[src/rtl/alu_share_arbiter.sv]
// alu_share_arbiter
//   Round-robin arbiter sharing one registered 16-bit ALU among NUM_CORES
//   cores. One request is accepted at a time. Its operands are driven into
//   the ALU, the ALU's registered result and zero-flag latency is waited out,
//   and the outcome is returned with a one-cycle one-hot done pulse. Illegal
//   opcodes and div/mod by zero are rejected without touching the ALU.
//
// Ports
//   i_clk, i_rst         clock, synchronous active-high reset
//   i_req                per-core request level
//   i_op/i_in1/i_in2     per-core opcode and operands, core k at [k*W +: W]
//   o_grant              one-hot ALU owner (ISSUE, RES and ZF states)
//   o_done               one-hot one-cycle completion pulse
//   o_result/o_zero/o_err  broadcast outcome, valid while o_done != 0
//   o_busy               high in every state except IDLE
//   o_alu_op/in1/in2     to ALU (op 0 is the ALU no-op)
//   i_alu_out, i_alu_z   from ALU; result valid 1 cycle after inputs,
//                        zero flag 1 cycle after the result
//
// Handshake: a core raises i_req with stable operands and holds them until
// its o_done pulse. The request is sampled only in IDLE; later operand
// changes, or dropping i_req after acceptance, do not affect the operation.
// A core that keeps i_req high after o_done is treated as a new request and
// competes with the lowest priority, because the pointer now names it.
module alu_share_arbiter #(
  parameter int NUM_CORES = 4,
  parameter int DATA_W    = 16,
  parameter int OP_W      = 3
) (
  input  logic                        i_clk,
  input  logic                        i_rst,
  input  logic [NUM_CORES-1:0]        i_req,
  input  logic [NUM_CORES*OP_W-1:0]   i_op,
  input  logic [NUM_CORES*DATA_W-1:0] i_in1,
  input  logic [NUM_CORES*DATA_W-1:0] i_in2,
  output logic [NUM_CORES-1:0]        o_grant,
  output logic [NUM_CORES-1:0]        o_done,
  output logic [DATA_W-1:0]           o_result,
  output logic                        o_zero,
  output logic                        o_err,
  output logic                        o_busy,
  output logic [OP_W-1:0]             o_alu_op,
  output logic [DATA_W-1:0]           o_alu_in1,
  output logic [DATA_W-1:0]           o_alu_in2,
  input  logic [DATA_W-1:0]           i_alu_out,
  input  logic                        i_alu_z
);

  localparam int PTR_W = $clog2(NUM_CORES);
  localparam logic [OP_W-1:0] OP_ADD = OP_W'(1);
  localparam logic [OP_W-1:0] OP_DIV = OP_W'(4);
  localparam logic [OP_W-1:0] OP_MOD = OP_W'(5);

  typedef enum logic [2:0] {S_IDLE, S_ISSUE, S_RES, S_ZF, S_DONE} state_t;

  state_t                r_state;
  state_t                w_state_nxt;
  logic [PTR_W-1:0]      r_ptr;        // last winner; also owner of the op in flight
  logic [NUM_CORES-1:0]  r_grant;
  logic [NUM_CORES-1:0]  r_done;
  logic [DATA_W-1:0]     r_result;
  logic                  r_zero;
  logic                  r_err;
  logic                  r_busy;
  logic [OP_W-1:0]       r_alu_op;
  logic [DATA_W-1:0]     r_alu_in1;
  logic [DATA_W-1:0]     r_alu_in2;

  logic                  w_found;
  logic [PTR_W-1:0]      w_win;
  logic [OP_W-1:0]       w_op;
  logic [DATA_W-1:0]     w_in1;
  logic [DATA_W-1:0]     w_in2;
  logic                  w_legal;
  int                    w_dist;
  int                    w_best;

  logic [PTR_W-1:0]      w_ptr_nxt;
  logic [NUM_CORES-1:0]  w_grant_nxt;
  logic [NUM_CORES-1:0]  w_done_nxt;
  logic [DATA_W-1:0]     w_result_nxt;
  logic                  w_zero_nxt;
  logic                  w_err_nxt;
  logic [OP_W-1:0]       w_alu_op_nxt;
  logic [DATA_W-1:0]     w_alu_in1_nxt;
  logic [DATA_W-1:0]     w_alu_in2_nxt;

  // Round-robin pick: each requester's distance is counted from the slot
  // just after the pointer, so the previous winner is considered last.
  always_comb begin
    w_found = 1'b0;
    w_win   = '0;
    w_op    = '0;
    w_in1   = '0;
    w_in2   = '0;
    w_best  = NUM_CORES;
    w_dist  = 0;
    for (int k = 0; k < NUM_CORES; k++) begin
      w_dist = k - int'(r_ptr) - 1;
      if (w_dist < 0) w_dist = w_dist + NUM_CORES;
      if (i_req[k] && (w_dist < w_best)) begin
        w_best  = w_dist;
        w_found = 1'b1;
        w_win   = PTR_W'(k);
        w_op    = i_op[k*OP_W +: OP_W];
        w_in1   = i_in1[k*DATA_W +: DATA_W];
        w_in2   = i_in2[k*DATA_W +: DATA_W];
      end
    end
  end

  // in1 is the divisor for div/mod, so in1 == 0 is the divide-by-zero case.
  assign w_legal = (w_op >= OP_ADD) && (w_op <= OP_MOD) &&
                   !(((w_op == OP_DIV) || (w_op == OP_MOD)) && (w_in1 == '0));

  // State register
  always_ff @(posedge i_clk) begin
    if (i_rst) r_state <= S_IDLE;
    else       r_state <= w_state_nxt;
  end

  // Next-state logic
  always_comb begin
    w_state_nxt = r_state;
    unique case (r_state)
      S_IDLE:  if (w_found) w_state_nxt = w_legal ? S_ISSUE : S_DONE;
      S_ISSUE: w_state_nxt = S_RES;
      S_RES:   w_state_nxt = S_ZF;
      S_ZF:    w_state_nxt = S_DONE;
      S_DONE:  w_state_nxt = S_IDLE;
      default: w_state_nxt = S_IDLE;
    endcase
  end

  // Output logic: next values of the registered outputs. ALU drive and grant
  // hold by default; the outcome fields exist only for the DONE cycle.
  always_comb begin
    w_ptr_nxt     = r_ptr;
    w_grant_nxt   = r_grant;
    w_alu_op_nxt  = r_alu_op;
    w_alu_in1_nxt = r_alu_in1;
    w_alu_in2_nxt = r_alu_in2;
    w_done_nxt    = '0;
    w_result_nxt  = '0;
    w_zero_nxt    = 1'b0;
    w_err_nxt     = 1'b0;
    unique case (r_state)
      S_IDLE: begin
        if (w_found) begin
          w_ptr_nxt = w_win;
          if (w_legal) begin
            w_grant_nxt   = NUM_CORES'(1) << w_win;
            w_alu_op_nxt  = w_op;
            w_alu_in1_nxt = w_in1;
            w_alu_in2_nxt = w_in2;
          end else begin
            w_done_nxt = NUM_CORES'(1) << w_win;
            w_zero_nxt = 1'b1;
            w_err_nxt  = 1'b1;
          end
        end
      end
      S_ZF: begin
        // Result has been stable since RES, zero flag arrives one cycle later.
        w_done_nxt    = NUM_CORES'(1) << r_ptr;
        w_result_nxt  = i_alu_out;
        w_zero_nxt    = i_alu_z;
        w_grant_nxt   = '0;
        w_alu_op_nxt  = '0;
        w_alu_in1_nxt = '0;
        w_alu_in2_nxt = '0;
      end
      default: ;
    endcase
  end

  // Output and pointer registers. Reset points at the last core so core 0
  // has top priority.
  always_ff @(posedge i_clk) begin
    if (i_rst) begin
      r_ptr     <= PTR_W'(NUM_CORES - 1);
      r_grant   <= '0;
      r_done    <= '0;
      r_result  <= '0;
      r_zero    <= 1'b0;
      r_err     <= 1'b0;
      r_busy    <= 1'b0;
      r_alu_op  <= '0;
      r_alu_in1 <= '0;
      r_alu_in2 <= '0;
    end else begin
      r_ptr     <= w_ptr_nxt;
      r_grant   <= w_grant_nxt;
      r_done    <= w_done_nxt;
      r_result  <= w_result_nxt;
      r_zero    <= w_zero_nxt;
      r_err     <= w_err_nxt;
      r_busy    <= (w_state_nxt != S_IDLE);
      r_alu_op  <= w_alu_op_nxt;
      r_alu_in1 <= w_alu_in1_nxt;
      r_alu_in2 <= w_alu_in2_nxt;
    end
  end

  assign o_grant   = r_grant;
  assign o_done    = r_done;
  assign o_result  = r_result;
  assign o_zero    = r_zero;
  assign o_err     = r_err;
  assign o_busy    = r_busy;
  assign o_alu_op  = r_alu_op;
  assign o_alu_in1 = r_alu_in1;
  assign o_alu_in2 = r_alu_in2;

endmodule

[config.mk]
export PLATFORM = sky130hd
export DESIGN_NAME = alu_share_arbiter
export DESIGN_NICKNAME = d
export VERILOG_FILES = /design/src/rtl/alu_share_arbiter.sv
export SDC_FILE = /design/constraint.sdc
export NUM_CORES = 1
export LEC_CHECK = 0
export CAP_MARGIN = 10
export CORE_MARGIN = 5
export CORE_UTILIZATION = 30
export CTS_BUF_LIST = sky130_fd_sc_hd__clkbuf_8
export DETAILED_ROUTE_END_ITERATION = 12
export PLACE_DENSITY = 0.61
export SYNTH_ARGS = -nofsm -noshare
export SYNTH_HDL_FRONTEND = slang
export SYNTH_SLANG_ARGS = --single-unit
export TNS_END_PERCENT = 50
[constraint.sdc]
create_clock -name i_clk -period 7.65 [get_ports i_clk]
set_input_delay 2.295 -clock i_clk [delete_from_list [all_inputs] [get_ports i_clk]]
set_output_delay 2.295 -clock i_clk [all_outputs]
set_load 0.02 [all_outputs]
Word-level counts from Yosys, hierarchy flattened

Index checks and enable logic that the tools add are counted.
W data, S select, Z words.

$add $sub $neg: 12
Order comparisons: 10
Eq/ne operators: 7
Shift-type cells: 2
Mux-type cells: 47
Bitwise gates (word level): 2
Reduce and logical (&&, ||, !) cells: 17

Operators by type and width:

| cell                  | count |
|---|---|
| $mux W32              | 7 |
| $mux W16              | 12 |
| $lt A32 B32 Y1        | 3 |
| $pmux W16 S2          | 2 |
| $lt A32 B4 Y1 const B | 1 |
| $mux W3               | 8 |
| $add A4 B4 Y5 const B | 4 |
| $logic_not A16 Y1     | 1 |
| $lt A4 B1 Y1 const B  | 4 |
| $mux W4               | 4 |
| $pmux W4 S2           | 2 |
| $sub A3 B2 Y4 const B | 4 |
| $pmux W3 S4           | 1 |
| $shl A1 B2 Y4 const A | 2 |
| $logic_and A1 B1 Y1   | 7 |
| $mux W1               | 7 |
| $eq A3 B2 Y1 const B  | 2 |
| $eq A3 B3 Y1 const B  | 2 |
| $pmux W3 S2           | 1 |
| $sub A1 B2 Y3 const A | 2 |
| $sub A2 B2 Y3 const A | 2 |
| $mux W2               | 2 |
| $ne A2 B2 Y1 const B  | 2 |
| $reduce_or A2 Y1      | 2 |
| other kinds (12)      | 13 |

Bits in registers: 67
Input port bits: 163
Output and inout bits: 62
Word-level logic and storage cells: 108

Depth between registers and ports, before layout

Gate-level depths: netlist of run 1.

Word-level depth: 25
Depth in mapped cells: 23
Gate-level depth less buffers: 19

Least setup slack after synthesis of run 1

OpenSTA, ideal clock, no wires.

Path type: in2reg
From: input port i_req[0]
To: register r_alu_in1[15], in the netlist o_alu_in1[15]
Library setup time: 123 ps
Arrival time: 6704 ps
Required time: 7527 ps
Setup slack: 823 ps
Stages: 18
Path buffers: 5
Cells stage by stage: buf_2 clkbuf_1 mux2_2 a21oi_1 ha_1 and4bb_1 o211a_1 o21ai_2 clkbuf_1 buf_1 o21ai_0 ha_1 a21oi_1 o32ai_1 a211oi_4 o31ai_4 buf_6 mux2_1

Longest elaborated chain between the ends: 18
Elaborated cells between the ends (all ways): 38
Those cells by class: order compare (5); eq/ne (4); mux (18); reduce/logical (11)

RTL lines:

| item                                                    | RTL line | source |
|---|---|---|
| start, declared                                         | 32       | `input logic [NUM_CORES-1:0] i_req,` |
| $logic_and A1 B1 Y1 *                                   | 101      | `if (i_req[k] && (w_dist < w_best)) begin` |
| branches (longest 17 deep; another with $lt A32 B32 Y1) | n/a      |  |
| end signal, assigned                                    | 200      | `r_alu_in1 <= w_alu_in1_nxt;` |
| end, declared                                           | 66       | `logic [DATA_W-1:0] r_alu_in1;` |

Every way passes the cells marked *. The select of a mux whose other input is x is not followed.
A chain may end at the register's enable or synchronous reset.

Worst setup path in the final report of run 1

From: input port i_req[0]
To: register r_alu_op[1], in the netlist o_alu_op[1]

Longest elaborated chain between the ends: 18
Elaborated cells between the ends (all ways): 38
Those cells by class: order compare (5); eq/ne (4); mux (18); reduce/logical (11)

RTL lines:

| item                                                    | RTL line | source |
|---|---|---|
| $logic_and A1 B1 Y1 *                                   | 101      |  |
| branches (longest 17 deep; another with $lt A32 B32 Y1) | n/a      |  |
| end signal, assigned                                    | 199      | `r_alu_op <= w_alu_op_nxt;` |
| end, declared                                           | 65       | `logic [OP_W-1:0] r_alu_op;` |

Marked as above.

==> results of run 1 <==
## worst max-delay path, delay by kind of cell
| family | cells | cell delay (ns) |
|---|---|---|
| fa+ha+maj | 2 | 0.56 |
| compound gates | 9 | 1.91 |
| simple gates | 1 | 0.08 |
| mux | 2 | 0.77 |
| buf+inv | 3 | 1.34 |
## registers in the layout (all words and copies together) (netlist names), 2 cells and up
| name | cells |
|---|---|
| r_ptr | 2 |
| o_alu_op | 3 |
| o_alu_in1 | 16 |
| r_state | 3 |
| o_result | 16 |
| o_alu_in2 | 16 |
| o_done | 4 |
| o_grant | 4 |
## through the flow
stage	util (%)	setup WS, ns
global route	48.2	0.651
floorplan	-	0.823
CTS	48.2	0.977
detailed placement	46.6	0.605
global placement	46.6	0.758
finish	48.2	0.902
## cell families (layout without fill, tap and decap cells)
family,Yosys count,in the layout,synth area share (%)
and+or+nand+nor,246,246,29.7
AOI/OAI and AO/OA,134,134,21.3
DFF,67,67,30.9
buffers and inverters,51,258,5.19
muxes,36,36,8.74
adders and majority gates,12,12,3.46
xor gates and xnor gates,3,3,0.606
other,1,2,0.0864
## placed cells by master, fill, tap and decap left out, types with 2 or more instances in the layout
cell type,count
xor2_1,2
nand4_1,4
o21ai_0,29
dfxtp_1,67
conb_1,2
mux2i_1,21
nor4_1,17
clkbuf_8,9
o31a_1,2
nand2_1,41
or3_1,2
clkinvlp_4,2
a22oi_1,5
a311oi_1,17
nand2b_1,23
buf_4,10
and3_1,12
a32oi_1,2
ha_1,12
or2_2,2
clkinv_4,2
nor2_1,46
mux2_2,6
o211ai_1,4
a221oi_1,4
clkdlybuf4s50_1,224
mux2_1,9
a211o_1,13
o211a_1,2
a21boi_0,2
a21oi_1,41
bufinv_16,2
and2_1,41
a41o_1,2
inv_1,7
nand3_1,23
nor3_1,13
nor2b_1,17
## metal layers
layer	up-vias	GRT usage (%)
met5	-	0
met4	0	5.26
met3	20	5.40
met2	223	35.8
met1	2311	25.6
li1	2378	-
## worst max path at each step
stage | from | endpoint | slack (ns) | depth (start not counted)
floorplan | i_req[0] | o_alu_in1[15] | 0.82 | 18
global placement | i_req[0] | o_alu_in1[11] | 0.76 | 17
detailed placement | i_req[0] | o_alu_op[1] | 0.60 | 17
CTS | i_req[0] | o_alu_op[1] | 0.98 | 17
global route | i_req[0] | o_alu_in1[13] | 0.65 | 17
finish | i_req[0] | o_alu_op[1] | 0.90 | 17
## Yosys cell counts, types with 3 or more instances
cell	n
dfxtp_1	67
nor2_1	46
a21oi_1	41
and2_1	41
nand2_1	41
clkbuf_1	29
o21ai_0	29
nand2b_1	23
nand3_1	23
mux2i_1	21
a311oi_1	17
nor2b_1	17
nor4_1	17
a211o_1	13
nor3_1	13
and3_1	12
ha_1	12
buf_2	9
mux2_1	9
inv_1	7
mux2_2	6
a22oi_1	5
a221oi_1	4
nand4_1	4
o211ai_1	4
buf_1	3
buf_6	3
## cell type report
| class | instances | area [um2] | share of cell area, % |
|---|---|---|---|
| timing repair buffer | 235 | 2320 | 33.5 |
| multi-input combinational | 433 | 2780 | 40.2 |
| inverter | 7 | 26.3 | 0.379 |
| sequential | 67 | 1340 | 19.4 |
| clock inverter | 7 | 101 | 1.46 |
| clock buffer | 9 | 124 | 1.79 |
| tap | 184 | 230 | 3.32 |
## power groups by stage
stage                     combinational, uW  sequential (uW)  clock [uW]
after floorplan                        1160              516           0
after global routing                   1840              472         367
after global placement                 1640              468           0
after detailed placement               1670              469           0
after CTS                              1670              463         349
final                                  1680              463         340
==> impl_metrics.py, run 1 <==
metrics = {
    "yosys": {
        "synth_top_area_share_pct": 30.9,
        "ys_seq_area_share_pct": 30.9,
        "synth_area_leaders": "dfxtp_1 31%, and2_1 5.9%, mux2i_1 4.8%",
        "synth_cell_types": 53,
        "synthArstFlopShare_pct": 0,
        "synth-seq-cells": 67,
        "yosys_warnings": 0,
        "synthCells": 550,
        "synth_top_area_cell": "dfxtp_1",
        "synth_area_um2": 4340,
        "synthFlopType": "dfxtp_1",
        "synth.avg_cell_area_um2": 7.89,
        "synth_edf_count": 0,
    },
    "cells_and_area": {
        "syn2layout_area_growth_pct": 59.7,
        "n_antenna_cell": 0,
        "drive_above_1_share_pct": 5.01,
        "nets": 928,
        "fin_area_um2": 6930,
        "fillers": 1400,
        "fin_cells": 942,
    },
    "clock_network": {
        "postCtsSetupBuffers": 0,
        "cts_resized": 0,
        "clock_latency_ns": 0.35,
        "cts_tree": "yes",
        "clockBufferDepth": 2,
        "clock_sink_count": 67,
        "root_buffer": "clkbuf_8",
        "holdBufCountCts": 0,
        "cts_max_level": 3,
        "clkTransAtPathRegs_ns": 0.08,
        "cts_inserted_buffers": 9,
    },
    "die": {
        "fp-row-count": 44,
        "die_x_um": 130,
        "core-area_um2": 14400,
        "fp.dieH_um": 130,
        "num_io_pins": 225,
        "initial_core_util_pct": 30.2,
        "dieArea_um2": 17000,
    },
    "power_and_ir_drop": {
        "cell_internal_pwr_uw": 1320,
        "p_per_area_nw_per_um2": 358,
        "p_leak_uw": 0.00264,
        "p_sw_share_pct": 46.8,
        "p_comb_share_pct": 67.6,
        "switchingPower_uw": 1160,
        "peakVddDrop_v": 0.000205,
        "p_total_uw": 2480,
        "p_clk_share_pct": 13.7,
        "p_seq_share_pct": 18.6,
    },
    "sta": {
        "rsz0062_at_grt": "no",
        "finalHoldViolCount": 0,
        "hold_slack_ns": 0.476,
        "maxSlewViolCount": 0,
        "setup_violations": 0,
        "fin_crit_ns": 6.75,
        "tightest_slew_ns": 1.06,
        "setup_tns_ns": 0,
        "fmax_ghz": 0.148,
        "clock_skew_ns": 0.0127,
        "max_slew_margin_pct": 29.2,
        "fin_crit_sh_pct": 88.2,
    },
    "grt": {
        "grt_pass1_vias": 5078,
        "grt_max_degree": 45,
        "antenna_found_initial": 0,
        "grt_pass1_wl_mm": 27.5,
        "gr-total-overflow": 0,
        "grt_use_total_pct": 20.7,
    },
    "worst_hold_path": {
        "holdPathStages": 2,
        "min_from": "o_alu_in2[1]",
        "holdPathEnd": "o_alu_in2[1]",
        "hold_path.class": "reg -> reg",
    },
    "route": {
        "wl_met1_mm": 7.46,
        "drt_iter0_markers": 383,
        "dr_wl_met3_mm": 1.69,
        "dr.pass1.iters": 6,
        "dr_wl_met2_mm": 8.81,
        "via_count": 4932,
        "wl_per_cell_um": 19.4,
        "top_layer": "met4",
        "drt-total-wl_mm": 18.3,
        "viasPerCell": 5.24,
        "antenna_left": 0,
        "drc": 0,
    },
    "run_status": {
        "outcome": "finished clean",
    },
    "worst_setup_path": {
        "rrSetupSlack_ns": 2.50,
        "crit_type": "in -> reg",
        "crit_path_max_incr_delay_ns": 0.70,
        "arrival_ns": 6.98,
        "slowest_stage": "clkdlybuf4s50_1",
        "cp-start-kind": "primary input",
        "cp_data_required_time_ns": 7.88,
        "path_max_fanout": 34,
        "path_cells": "clkdlybuf4s50_1 > mux2_2 > a21oi_1 > ha_1 > o211ai_1 > o211a_1 > o21ai_4 > nand2_1 > o21ai_0 > ha_1 > a21oi_1 > o32ai_1 > a211oi_4 > buf_4 > o31ai_4 > buf_4 > mux2_2",
        "rr_worst_depth": 19,
        "r2r-end": "o_alu_op[1]",
        "r2r_start": "r_ptr[0]",
        "crit_path_end_kind": "flop",
    },
    "placed_design": {
        "hpwl_mm": 14.3,
        "placed_cells": 925,
        "place_area_um2": 6700,
        "place.gp.congestion": 0.886,
        "io_buffers": 224,
    },
    "run": {
        "cap_viol_max_count": 0,
    },
}
No activity file was read; power rests on OpenSTA's default activity.
==> run 2, diff against run 1 <==
--- a/config.mk
+++ b/config.mk
@@ -10,7 +10,7 @@
 export CORE_UTILIZATION = 30
 export CTS_BUF_LIST = sky130_fd_sc_hd__clkbuf_8
 export DETAILED_ROUTE_END_ITERATION = 12
-export PLACE_DENSITY = 0.61
+export PLACE_DENSITY = 0.63
 export SYNTH_ARGS = -nofsm -noshare
 export SYNTH_HDL_FRONTEND = slang
 export SYNTH_SLANG_ARGS = --single-unit
==> constraint.sdc (replaced) <==
create_clock -name i_clk -period 5.4 [get_ports i_clk]
set_input_delay 1.62 -clock i_clk [delete_from_list [all_inputs] [get_ports i_clk]]
set_output_delay 1.62 -clock i_clk [all_outputs]
set_load 0.02 [all_outputs]
==> run 2 against run 1 <==
Sequential share of layout area fell by 0.61 points; first-iteration DRC count is 35% lower; critical path depth is 1 higher; sequential power is 42% higher; final cell count increased by 2.1%; clock-buffer cell count unchanged; worst setup slack got worse by 0.58 ns; design area is 3.3% higher; worst hold slack better by 0.00055 ns; combinational power up 61%; via count up 2.9%; largest cell class unchanged.
==> impl_metrics.py, run 2 (synthesis gave the netlist of run 1 again) <==
metrics = {
    "placed_design": {
        "placed_cells": 945,
        "place.gp.congestion": 0.895,
        "hpwl_mm": 14.5,
        "io_buffers": 224,
        "place_area_um2": 6920,
    },
    "cells_and_area": {
        "syn2layout_area_growth_pct": 64.9,
        "fin_area_um2": 7150,
        "fillers": 1371,
        "nets": 947,
        "drive_above_1_share_pct": 8.37,
        "fin_cells": 962,
        "mostFrequentLayoutCells": "223 x clkdlybuf4s50_1, 67 x dfxtp_1, 46 x nor2_1",
        "final_common_cell": "clkdlybuf4s50_1",
    },
    "worst_hold_path": {
        "holdPathEnd": "o_alu_op[0]",
        "min_from": "o_alu_op[0]",
        "holdPathStages": 2,
        "hold_path.class": "reg -> reg",
    },
    "grt": {
        "grt_busiest_layer": "met2",
        "grt_pass1_vias": 5108,
        "gr-usage-met2_pct": 35.5,
        "grt_pass1_wl_mm": 26.7,
        "use_met3_pct": 4.95,
        "met1_usage_pct": 23.7,
        "gr-total-overflow": 0,
        "antenna_found_initial": 1,
        "grt_use_total_pct": 20.2,
        "grt_max_degree": 68,
    },
    "sta": {
        "setup_violations": 0,
        "maxSlewViolCount": 0,
        "tightest_slew_ns": 1.05,
        "clock_skew_ns": 0.00666,
        "fmax_ghz": 0.197,
        "finalHoldViolCount": 0,
        "max_slew_margin_pct": 29.7,
        "rsz0062_at_grt": "no",
        "fin_crit_ns": 5.07,
        "setup_tns_ns": 0,
        "hold_slack_ns": 0.477,
        "fin_crit_sh_pct": 94.0,
    },
    "power_and_ir_drop": {
        "p_per_area_nw_per_um2": 537,
        "p_leak_uw": 0.00277,
        "peakVddDrop_v": 0.000303,
        "p_total_uw": 3840,
    },
    "route": {
        "antenna_left": 0,
        "drt_iter0_markers": 248,
        "via_count": 5076,
        "wl_per_cell_um": 19.0,
        "drc": 0,
        "viasPerCell": 5.28,
        "dr.pass1.iters": 5,
        "drt-total-wl_mm": 18.3,
    },
    "clock_network": {
        "cts_max_level": 3,
        "clockBufferDepth": 2,
        "holdBufCountCts": 0,
        "cts_tree": "yes",
        "root_buffer": "clkbuf_8",
        "clock_sink_count": 67,
        "clock_latency_ns": 0.35,
        "clkTransAtPathRegs_ns": 0.08,
        "cts_inserted_buffers": 9,
    },
    "die": {
        "num_io_pins": 225,
        "initial_core_util_pct": 30.2,
        "core-area_um2": 14400,
        "fp.dieH_um": 130,
        "die_x_um": 130,
        "fp-row-count": 44,
        "dieArea_um2": 17000,
    },
    "worst_setup_path": {
        "crit_top_cell": "a21oi_2",
        "crit_path_end_kind": "flop",
        "r2r-end": "o_alu_in1[5]",
        "path_cells": "clkdlybuf4s50_1 > mux2_4 > a21oi_2 > ha_2 > o211ai_1 > o211a_1 > o21ai_4 > nand2_1 > o21ai_1 > ha_1 > a21oi_2 > o32ai_4 > a211oi_4 > buf_6 > buf_12 > a211o_1 > a21oi_1 > mux2_1",
        "rr_worst_depth": 20,
        "cp-start-kind": "primary input",
        "crit_start": "i_req[1]",
        "slowest_stage": "clkdlybuf4s50_1",
        "cp_data_required_time_ns": 5.63,
        "r2r_start": "r_ptr[0]",
        "arrival_ns": 5.31,
        "crit_type": "in -> reg",
        "rrSetupSlack_ns": 0.89,
        "path_max_fanout": 28,
        "crit_path_max_incr_delay_ns": 0.43,
    },
    "run": {
        "cap_viol_max_count": 0,
    },
    "run_status": {
        "outcome": "finished clean",
    },
}
-- run 2: critical path: cells and delay by family --
family | cells | cell delay (ns)
mux | 2 | 0.59
fa+ha+maj | 2 | 0.60
compound gates | 10 | 1.60
simple gates | 1 | 0.08
buf+inv | 3 | 0.79
-- run 2: worst max-delay path by stage --
stage                         end  slack [ns]  depth (start not counted)
floorplan           o_alu_in1[15]       -0.02                         20
global placement     o_alu_in2[8]       -0.05                         18
detailed placement   o_alu_in1[5]       -0.24                         18
CTS                  o_alu_in1[5]        0.13                         18
global route         o_alu_in1[2]        0.12                         19
finish               o_alu_in1[5]        0.33                         18
-- run 2: per-layer routing --
| layer | routed length, um | part of all wire (%) | vias to the layer above |
|---|---|---|---|
| met5 | 0 | 0 | - |
| met4 | 584 | 3.2 | 0 |
| met3 | 1540 | 8.4 | 36 |
| met2 | 8840 | 48 | 233 |
| met1 | 7320 | 40 | 2377 |
| li1 | - | - | 2430 |
-- run 2: per-stage QoR --
stage | worst slack [ns] | util [%]
floorplan | -0.0233 | -
global placement | -0.0526 | 48.1
detailed placement | -0.239 | 48.1
CTS | 0.130 | 49.7
global route | 0.115 | 49.8
finish | 0.326 | 49.8
-- run 2: repair_timing --
item,4_1_cts,5_1_grt
setup buffers,0,0
endpoints found under the setup margin,0,33
resized for setup,0,4
-- run 2: final cells by class --
class,instances,area (um2),share of cell area (%)
Antenna cell,1,2.50,0.0350
Multi-Input combinational cell,433,2830,39.6
Clock buffer,9,124,1.73
Sequential cell,67,1340,18.7
Tap cell,184,230,3.22
Inverter,7,26.3,0.367
Clock inverter,7,98.8,1.38
Timing Repair Buffer,254,2500,34.9
-- run 2: report_power, final --
group | switching, uW | internal, uW
sequential | 64.4 | 592
clock | 219 | 263
combinational | 1450 | 1260
total | 1730 | 2110
